--- config.mk ---
export PLATFORM = sky130hd
export DESIGN_NAME = prog_loader
export DESIGN_NICKNAME = d
export VERILOG_FILES = /design/src/rtl/cpu_pkg.sv /design/src/rtl/prog_loader.sv
export SDC_FILE = /design/constraint.sdc
export NUM_CORES = 1
export LEC_CHECK = 0
export BUFFER_PORTS_ARGS = -buffer_cell sky130_fd_sc_hd__buf_4
export CAP_MARGIN = 20
export CORE_MARGIN = 5
export CORE_UTILIZATION = 45
export DETAILED_ROUTE_END_ITERATION = 8
export MAX_ROUTING_LAYER = met4
export SYNTH_ARGS = -nofsm -noshare
export SYNTH_HDL_FRONTEND = slang
export SYNTH_SLANG_ARGS = --single-unit
export TNS_END_PERCENT = 5
--- constraint.sdc ---
create_clock -name clk -period 2.8 [get_ports clk]
set_clock_uncertainty 0.2 [all_clocks]
set_input_delay 0.84 -clock clk [delete_from_list [all_inputs] [get_ports clk]]
set_output_delay 0.84 -clock clk [all_outputs]
set_load 0.02 [all_outputs]
--- src/rtl/cpu_pkg.sv ---
// Shared CPU-side definitions: loader state encoding and datapath widths.
package cpu_pkg;

  localparam int INSTR_W = 16;
  localparam int BYTE_W  = 8;

  typedef enum logic [2:0] {
    ST_IDLE,
    ST_COUNT,
    ST_HI,
    ST_LO,
    ST_CSUM,
    ST_DONE,
    ST_ERR
  } load_state_t;

endpackage

--- src/rtl/prog_loader.sv ---
// Boot-time program loader: packs a checksummed byte stream into 16-bit words,
// writes them to instruction memory, and holds the CPU in reset until the image is good.
//
// state | meaning
// IDLE  | waiting for the first start after reset
// COUNT | expecting the word-count byte
// HI    | expecting the high byte of a word
// LO    | expecting the low byte; accepting it issues the memory write
// CSUM  | expecting the checksum byte
// DONE  | image good, CPU released
// ERR   | checksum mismatch, CPU held in reset
module prog_loader
  import cpu_pkg::*;
#(
  parameter int                ADDR_W    = 16,
  parameter logic [ADDR_W-1:0] BASE_ADDR = '0
) (
  input  logic                clk,
  input  logic                reset,
  input  logic                start,
  input  logic                in_valid,
  input  logic [BYTE_W-1:0]   in_data,
  output logic                in_ready,
  output logic                mem_we,
  output logic [ADDR_W-1:0]   mem_addr,
  output logic [INSTR_W-1:0]  mem_wdata,
  output logic                cpu_reset,
  output logic                busy,
  output logic                done,
  output logic                error
);

  load_state_t       state;
  logic [BYTE_W-1:0] remaining;
  logic [BYTE_W-1:0] hi_byte;
  logic [BYTE_W-1:0] sum;
  logic [ADDR_W-1:0] index;
  logic              accept;

  // Status outputs are pure decodes of the state register, so they stay glitch-free
  // and change exactly one cycle after the accepting edge.
  assign in_ready  = (state == ST_COUNT) || (state == ST_HI) ||
                     (state == ST_LO)    || (state == ST_CSUM);
  assign busy      = in_ready;
  assign done      = (state == ST_DONE);
  assign error     = (state == ST_ERR);
  assign cpu_reset = (state != ST_DONE);
  assign accept    = in_valid && in_ready;

  always_ff @(posedge clk) begin
    if (reset) begin
      state     <= ST_IDLE;
      remaining <= '0;
      hi_byte   <= '0;
      sum       <= '0;
      index     <= '0;
      mem_we    <= 1'b0;
      mem_addr  <= '0;
      mem_wdata <= '0;
    end else begin
      mem_we <= 1'b0;
      case (state)
        ST_IDLE, ST_DONE, ST_ERR: begin
          if (start) begin
            state <= ST_COUNT;
            index <= '0;
          end
        end
        ST_COUNT: begin
          if (accept) begin
            remaining <= in_data;
            sum       <= in_data;
            state     <= (in_data != '0) ? ST_HI : ST_CSUM;
          end
        end
        ST_HI: begin
          if (accept) begin
            hi_byte <= in_data;
            sum     <= sum + in_data;
            state   <= ST_LO;
          end
        end
        ST_LO: begin
          if (accept) begin
            mem_we    <= 1'b1;
            mem_addr  <= BASE_ADDR + index;
            mem_wdata <= {hi_byte, in_data};
            index     <= index + 1'b1;
            remaining <= remaining - 1'b1;
            sum       <= sum + in_data;
            // remaining still holds the pre-decrement count here
            state     <= (remaining != 8'd1) ? ST_HI : ST_CSUM;
          end
        end
        ST_CSUM: begin
          if (accept) state <= (sum == in_data) ? ST_DONE : ST_ERR;
        end
        default: state <= ST_IDLE;
      endcase
    end
  end

endmodule

# Word-level counts from Yosys, hierarchy flattened
# Cells that the tools add are included.
[classes] n_reduce_logical=18 add_sub_neg=3 n_bitwise=1 muxes=18 eq_ne=15
[op_table] operator="$mux 16" count=2
[op_table] operator="$pmux 16 s2" count=1
[op_table] operator="$pmux 8 s2" count=2
[op_table] operator="$mux 8" count=3
[op_table] operator="$mux 3" count=7
[op_table] operator="$add 16x1->16 const B" count=1
[op_table] operator="$pmux 3 s5" count=1
[op_table] operator="$ne 2x2->1 const B" count=5
[op_table] operator="$eq 3x3->1 const B" count=3
[op_table] operator="$reduce_and 3->1" count=3
[op_table] operator="$add 8x8->8" count=1
[op_table] operator="$eq 8x8->1" count=1
[op_table] operator="$ne 8x1->1 const B" count=1
[op_table] operator="$reduce_bool 8->1" count=1
[op_table] operator="$sub 8x1->8 const B" count=1
[op_table] operator="$eq 3x2->1 const B" count=2
[op_table] operator="$reduce_bool 2->1" count=3
[op_table] operator="$reduce_and 5->1" count=1
[op_table] operator="$reduce_and 2->1" count=2
[op_table] operator="$reduce_or 2->1" count=2
[op_table] operator="$eq 3x1->1 const B" count=1
[op_table] operator="$logic_not 3->1" count=1
[op_table] operator="$logic_or 1x1->1" count=3
[op_table] operator="$ne 3x3->1 const B" count=1
[op_table] operator="6 further kinds" count=6
[word_totals] input_bits=12 word_cells=63 reg_bits=76

# Logic depth before layout (Yosys ltp)
# Gate-level depths: netlist of the first run.
[depth] word_depth=7 mapped_depth=8 ltp_nobuf=8

# Worst setup path before layout of the first run
# OpenSTA, ideal clock, no wires.
[synth_path] path_type="input -> register" start="in in_valid" end="reg index[11]" stages=7 slack_ns=0.451 n_path_buf=2 setup_ns=0.123 arrival_time_ns=2.026 t_required_ns=2.477 path_cell_list="and4b_1 > buf_4 > a31o_4 > buf_6 > o21ai_2 > nor2_1 > mux2_1"
[synth_between] elab_chain_len=3
[synth_lines] item="start: declaration" line="prog_loader.sv:21" text="input logic in_valid,"
[synth_lines] item="$logic_and 1x1->1" line="prog_loader.sv:48" text="assign accept = in_valid && in_ready;"
[synth_lines] item="$ne 2x2->1 (no source line)"
[synth_lines] item="$reduce_and 3->1 (no source line)"
[synth_lines] item="end signal: assignment" line="prog_loader.sv:88" text="index <= index + 1'b1;"
[synth_lines] item="end: declaration" line="prog_loader.sv:37" text="logic [ADDR_W-1:0] index;"
# Every way passes these cells.
# A chain may end at the register's enable or synchronous reset.

# Worst setup path after layout of the first run
[layout_path] start="reg state[1]" end="out busy"
[layout_between] elab_chain_len=4
[layout_lines] item="start: declaration" line="prog_loader.sv:33" text="load_state_t state;"
[layout_lines] item="start signal: assignment" line="prog_loader.sv:73" text="state <= (in_data != '0) ? ST_HI : ST_CSUM;"
[layout_lines] item="start signal: assignment" line="prog_loader.sv:92" text="state <= (remaining != 8'd1) ? ST_HI : ST_CSUM;"
[layout_lines] item="start signal: assignment" line="prog_loader.sv:96" text="if (accept) state <= (sum == in_data) ? ST_DONE : ST_ERR;"
[layout_lines] item="$eq 3x1->1 / $eq 3x2->1 (equally long branches)" line="prog_loader.sv:42" text="assign in_ready = (state == ST_COUNT) || (state == ST_HI) ||"
[layout_lines] item="$logic_or 1x1->1 (2 in series)" line="prog_loader.sv:42"
[layout_lines] item="$logic_or 1x1->1 (*)" line="prog_loader.sv:43" text="(state == ST_LO) || (state == ST_CSUM);"
[layout_lines] item="end: declaration" line="prog_loader.sv:28" text="output logic busy,"
# Every way passes the cells marked *; elsewhere a longest branch is shown, timed or not.

==> results of run 1 <==
-- placed cells by master (no fill, tap or decap), types with 5 or more instances in the layout --
master     count
a21oi_1       55
a31oi_1        5
and3_1         6
buf_4         64
clkbuf_8      10
dfxtp_1       75
ha_1          10
inv_1         13
mux2i_1       11
nand2_1       86
nand3_1        8
nand4_1        5
nor2_1        40
nor2b_1        5
nor3_1         7
nor4_1         5
o2111ai_1      5
o21ai_0       16
o221ai_1       5
xnor2_1        7
xor2_1        10
-- state kept, by name, summed over array words and instances (netlist names) --
register / cells
remaining: 8
mem_addr: 16
hi_byte: 8
mem_wdata: 16
state: 3
sum: 8
mem_we: 1
index: 16
-- cells by family (layout without fill, tap and decap cells) --
kind of cell,count (synthesis),count (layout),synth area share
DFF,76,76,0.409
xor gates and xnor gates,17,17,0.0400
adders and majority gates,11,11,0.0390
and+or+nand+nor,189,189,0.237
muxes,12,12,0.0326
buffers and inverters,44,93,0.0561
AOI/OAI and AO/OA,113,113,0.187
-- power by group --
part | total [mW] | switching, mW | internal (mW)
logic | 0.903 | 0.554 | 0.349
clock network | 0.882 | 0.439 | 0.442
registers | 1.26 | 0.100 | 1.16
-- metal layers --
metal,track usage,part of all wire,vias to the layer above
li1,-,-,1713
met1,0.287,0.47,1627
met2,0.315,0.47,64
met3,0.0457,0.047,15
met4,0.0716,0.018,0
met5,-,0,-
-- metrics by stage --
step	utilization	setup WS, ps	total power, mW
after CTS	0.539	88.0	3.06
after detailed placement	0.513	239	2.18
final	0.539	137	3.04
after global placement	0.513	267	2.17
after global routing	0.539	37.9	3.24
after floorplan	-	451	1.92
-- cell type report --
class / instances / area, um^2 / area share
multi-input combinational: 342 / 1990 / 0.455
sequential: 76 / 1520 / 0.347
timing repair buffer: 64 / 480 / 0.110
clock buffer: 10 / 138 / 0.0314
tap: 105 / 131 / 0.0300
clock inverter: 6 / 70.1 / 0.0160
inverter: 13 / 48.8 / 0.0111
-- path summary, 6_finish.rpt --
kind,slack [ps],end
max,140,busy
min,260,mem_addr[5]$_SDFFE_PP0P_
max reg2reg,490,sum[7]$_SDFFE_PP0P_
min reg2reg,260,mem_addr[5]$_SDFFE_PP0P_
-- worst reg2reg max path: stages, from the launching register on --
cell     delay (ps)
dfxtp_1         650
nor2_1          210
or2_1           410
or4_1           440
a211o_1         300
nand3_1          60
-- repair_timing --
action | 4_1_cts | 5_1_grt
setup endpoints to repair | 0 | 1
gates resized for setup | 0 | 1
endpoints found under the hold margin | 0 | 0
==> flow_summary_export.csv, run 1 <==
group,metric,value,unit
logic_synthesis,synth.distinct_cells,54,
logic_synthesis,yosysWarnings,0,
cts,cts_tree,"done",
cts,clk_latency,350,ps
logic_synthesis,ys_ff_latch,76,
worst_setup_path,critical_path_class,"register to output port",
placement,dp_cells,600,
route,vias,3419,
cts,cts_sinks,76,
sta,setup_tns,0,ps
logic_synthesis,netlist_area,3720,um^2
finish,syn_to_final_growth,17.7,%
route,wl_per_cell,16.3,um
global_route,track_usage,0.213,
sta,finalSetupViolations,0,
worst_hold_path,worstHoldPathType,"register to register",
floorplan,die_area,10200,um^2
global_route,grt_pass1_wl,16600,um
placement,postPlaceCellArea,4180,um^2
cts,postCtsHoldBufs,0,
worst_setup_path,r2r_cells,5,
finish,antennaDiodeCount,0,
placement,dp_hpwl,7240,um
cts,path_clk_slew,80,ps
sta,holdWs,259,ps
worst_setup_path,path_cells,"nor2_1 > xnor2_1 > buf_4",
logic_synthesis,netlist_top_cells_count,"nand2_1, dfxtp_1, a21oi_1",
route,drt_iter0_markers,122,
floorplan,coreArea,8130,um^2
logic_synthesis,synthTopCellsByArea,"dfxtp_1, nand2_1, a21oi_1",
status,status,"finished clean",
worst_setup_path,slowest_stage,"dfxtp_1",
logic_synthesis,async_flop_share,0,
route,drc,0,
logic_synthesis,synth_seq_area_share,0.409,
route,routed_wl,10000,um
sta,hold_viol,0,
global_route,overflow,0,
finish,final_cells,616,
worst_setup_path,cp-end-kind,"output port",
worst_setup_path,cp_num_cells,3,
logic_synthesis,synth_cells,462,
sta,finalMaxSlewViolations,0,
cts,cts_setup_buffers,0,
placement,port_buffers,49,
floorplan,rows,33,
floorplan,chipHeight,101,um
worst_setup_path,cp_max_fo,14,
route,ant_nets,0,
finish,fin_nets,529,
cts,htreeDepth,3,
finish,final_cell_area,4380,um^2
floorplan,die_w,101,um
cts,cts_buffers,9,
power,ir_drop,316,uV
sta,clock.fmax,375,MHz
worst_setup_path,startpoint,"state[1]$_SDFFE_PP0P_",
global_route,grt_pass1_vias,3221,
logic_synthesis,synth-edff-count,0,
worst_setup_path,worst_setup_path_start_kind,"register",
placement,globalplace.congestion,0.949,
power,pwr_density_cell,694,nW/um^2
route,first_pass_iters,4,
sta,timing.final.crit_share,0.951,
sta,period_needed,2660,ps
floorplan,initial_core_util,0.458,
worst_hold_path,hold_start,"mem_addr[5]$_SDFFE_PP0P_",
global_route,grt_max_degree,34,
cts,ctsRootBufferMaster,"clkbuf_8",
sta,rsz0062_at_grt,"false",
logic_synthesis,yosysTopAreaCell,"dfxtp_1",
floorplan,pin_count,50,
worst_hold_path,worstHoldPathCells,2,
worst_setup_path,cp_num_buf_inv,1,
power,power_leakage,1.65,nW
route,via_per_inst,5.55,
worst_setup_path,max_stage_delay,650,ps
finish,layout-drive-gt1-share,0.164,
flow_run,drv_cap,0,
worst_setup_path,worstReg2RegStart,"state[1]$_SDFFE_PP0P_",
logic_synthesis,syn_area_per_cell,8.06,um^2
worst_setup_path,cp_top_family,"flip-flops",
sta,slew-limit-headroom,0.654,
cts,clk_path_buf_depth,2,
logic_synthesis,synth_nets,485,
logic_synthesis,yosysTopAreaCellShare,0.409,
logic_synthesis,synth.most_common_cell,"nand2_1",
global_route,antenna_found_initial,0,
worst_setup_path,cp.required,1760,ps
finish,fillers,794,
logic_synthesis,ys.flop_type,"dfxtp_1",
sta,tightest_slew,518,ps
worst_setup_path,crit_arrival,1620,ps
Power figures use the tool's default switching activity.
==> run 2: changes to the inputs <==
CAP_MARGIN = not set   (was 20)
PLACE_DENSITY = 0.65   (was not set)
==> run 2 against run 1 <==
  * Clock power is essentially flat
  * Final cell count fell by 0.49%
  * Clock-buffer cell count down 1
  * Design area down 0.31%
  * Via count grew 0.58%
  * Critical path depth unchanged
  * Sequential share of layout area up 0.081 points
  * Register-to-register slack better by 30 ps
  * Critical path type unchanged
  * Largest cell class unchanged
==> flow_summary_export.csv, run 2 (synthesis gave the netlist of run 1 again) <==
group,metric,value,unit
status,status,"finished clean",
finish,final_cell_mix,"nand2_1, dfxtp_1, buf_4",
sta,setup_tns,0,ps
power,pwr_density_cell,690,nW/um^2
cts,cts_sinks,76,
cts,clk_path_buf_depth,2,
route,routed_wl,9410,um
worst_setup_path,critical_path_class,"register to output port",
placement,port_buffers,49,
route,first_pass_iters,5,
worst_setup_path,cp-end-kind,"output port",
cts,cts_setup_buffers,0,
sta,hold_viol,0,
placement,dp_hpwl,6750,um
route,wl_per_cell,15.4,um
global_route,track_usage,0.193,
finish,largest_registers,"index x16, mem_addr x16, mem_wdata x16",
route,vias,3439,
cts,cts_buffers,9,
global_route,antenna_found_initial,0,
finish,layout-drive-gt1-share,0.157,
floorplan,coreArea,8130,um^2
route,drc,0,
floorplan,die_w,101,um
cts,cts_resized,0,
floorplan,chipHeight,101,um
sta,tightest_slew,569,ps
power,p_comb_frac,0.292,
power,clkPwrFrac,0.293,
worst_hold_path,worstHoldPathType,"register to register",
power,pwr-share-seq,0.415,
global_route,grt_max_degree,35,
power,p_int,2.00,mW
sta,timing.final.ws_setup,146,ps
sta,finalMaxSlewViolations,0,
sta,timing.final.crit_share,0.948,
route,via_per_inst,5.61,
cts,cts_tree,"done",
global_route,grt_pass1_vias,3033,
worst_setup_path,cp.required,1760,ps
sta,rsz0062_at_grt,"false",
finish,syn_to_final_growth,17.4,%
cts,postCtsHoldBufs,0,
worst_setup_path,crit_arrival,1610,ps
sta,slew-limit-headroom,0.620,
cts,clk_latency,350,ps
floorplan,pin_count,50,
power,total_power,3.02,mW
finish,final_util,0.537,
worst_setup_path,cp_num_buf_inv,1,
global_route,overflow,0,
floorplan,die_area,10200,um^2
worst_setup_path,max_stage_delay,690,ps
worst_setup_path,slowest_stage,"dfxtp_1",
floorplan,initial_core_util,0.458,
cts,htreeDepth,3,
route,drt_iter0_markers,183,
placement,globalplace.congestion,0.886,
power,ir_drop,331,uV
worst_setup_path,cp_top_family,"flip-flops",
power,switching_share,0.338,
power,p_switching,1.02,mW
power,power_leakage,1.65,nW
flow_run,drv_cap,0,
finish,fin_nets,528,
sta,period_needed,2650,ps
sta,finalSetupViolations,0,
worst_setup_path,cp_max_fo,18,
placement,dp_slack,247,ps
floorplan,rows,33,
worst_setup_path,path_cells,"nor2b_1 > and2_1 > buf_4",
finish,final_common_cell,"nand2_1",
route,ant_nets,0,
cts,path_clk_slew,80,ps
cts,ctsRootBufferMaster,"clkbuf_8",
worst_setup_path,worst_setup_path_start_kind,"register",
sta,clock.fmax,377,MHz
global_route,grt_pass1_wl,15300,um
finish,antennaDiodeCount,0,
## run 2: cell count changes in the layout (fill, tap and decap cells not counted)
| cell | before | now |
|---|---|---|
| dfxtp_2 | 1 | 0 |
| clkinv_4 | 0 | 1 |
| clkinv_2 | 0 | 2 |
| clkinvlp_4 | 3 | 0 |
| inv_6 | 2 | 0 |
| buf_4 | 64 | 63 |
| bufinv_16 | 1 | 2 |
| dfxtp_1 | 75 | 76 |
| clkbuf_8 | 10 | 9 |
## run 2: final timing paths
check | cells past startpoint | endpoint | from | slack (ps)
worst max-delay path | 3 | error | state[2]$_SDFFE_PP0P_ | 150
worst min-delay path | 2 | mem_wdata[9]$_SDFFE_PP0P_ | hi_byte[1]$_SDFFE_PP0P_ | 250
worst max register to register | 6 | index[15]$_SDFFE_PP0P_ | state[1]$_SDFFE_PP0P_ | 520
worst min register to register | 2 | mem_wdata[9]$_SDFFE_PP0P_ | hi_byte[1]$_SDFFE_PP0P_ | 250
## run 2: cell type report
cell class | count | area, um^2
Multi-Input combinational cell | 342 | 1990
Sequential cell | 76 | 1520
Fill cell | 787 | 3760
Tap cell | 105 | 131
Clock inverter | 5 | 78.8
Timing Repair Buffer | 63 | 473
Clock buffer | 9 | 124
Inverter | 13 | 48.8
## run 2: metrics by stage
step	instance area, um^2	hold slack (ps)	std cells
after global placement	4170	242	599
after global routing	4370	267	613
final	4370	254	613
after floorplan	3720	231	462
after detailed placement	4170	242	599
after CTS	4370	255	613
## run 2: worst reg2reg max path: stages, from the launching register on
cell	delay, ps
dfxtp_1	530
buf_4	230
and4b_1	370
a31o_4	210
o211ai_1	130
or4_1	410
a21oi_1	140
## run 2: layer usage
metal	wire [um]	vias up	GRT usage
met1	4460	1634	0.266
met5	0	-	-
met2	4330	89	0.290
li1	-	1706	-
met4	89	0	0.0470
met3	531	10	0.0401
## run 2: power groups by stage
stage          Combinational [mW]  Clock [mW]  Sequential (mW)
2_1_floorplan               0.682           0             1.24
3_3_place_gp                0.874           0             1.27
3_5_place_dp                0.880           0             1.27
4_1_cts                     0.883       0.908             1.25
5_1_grt                     0.984       0.958             1.26
6_report                    0.882       0.883             1.25
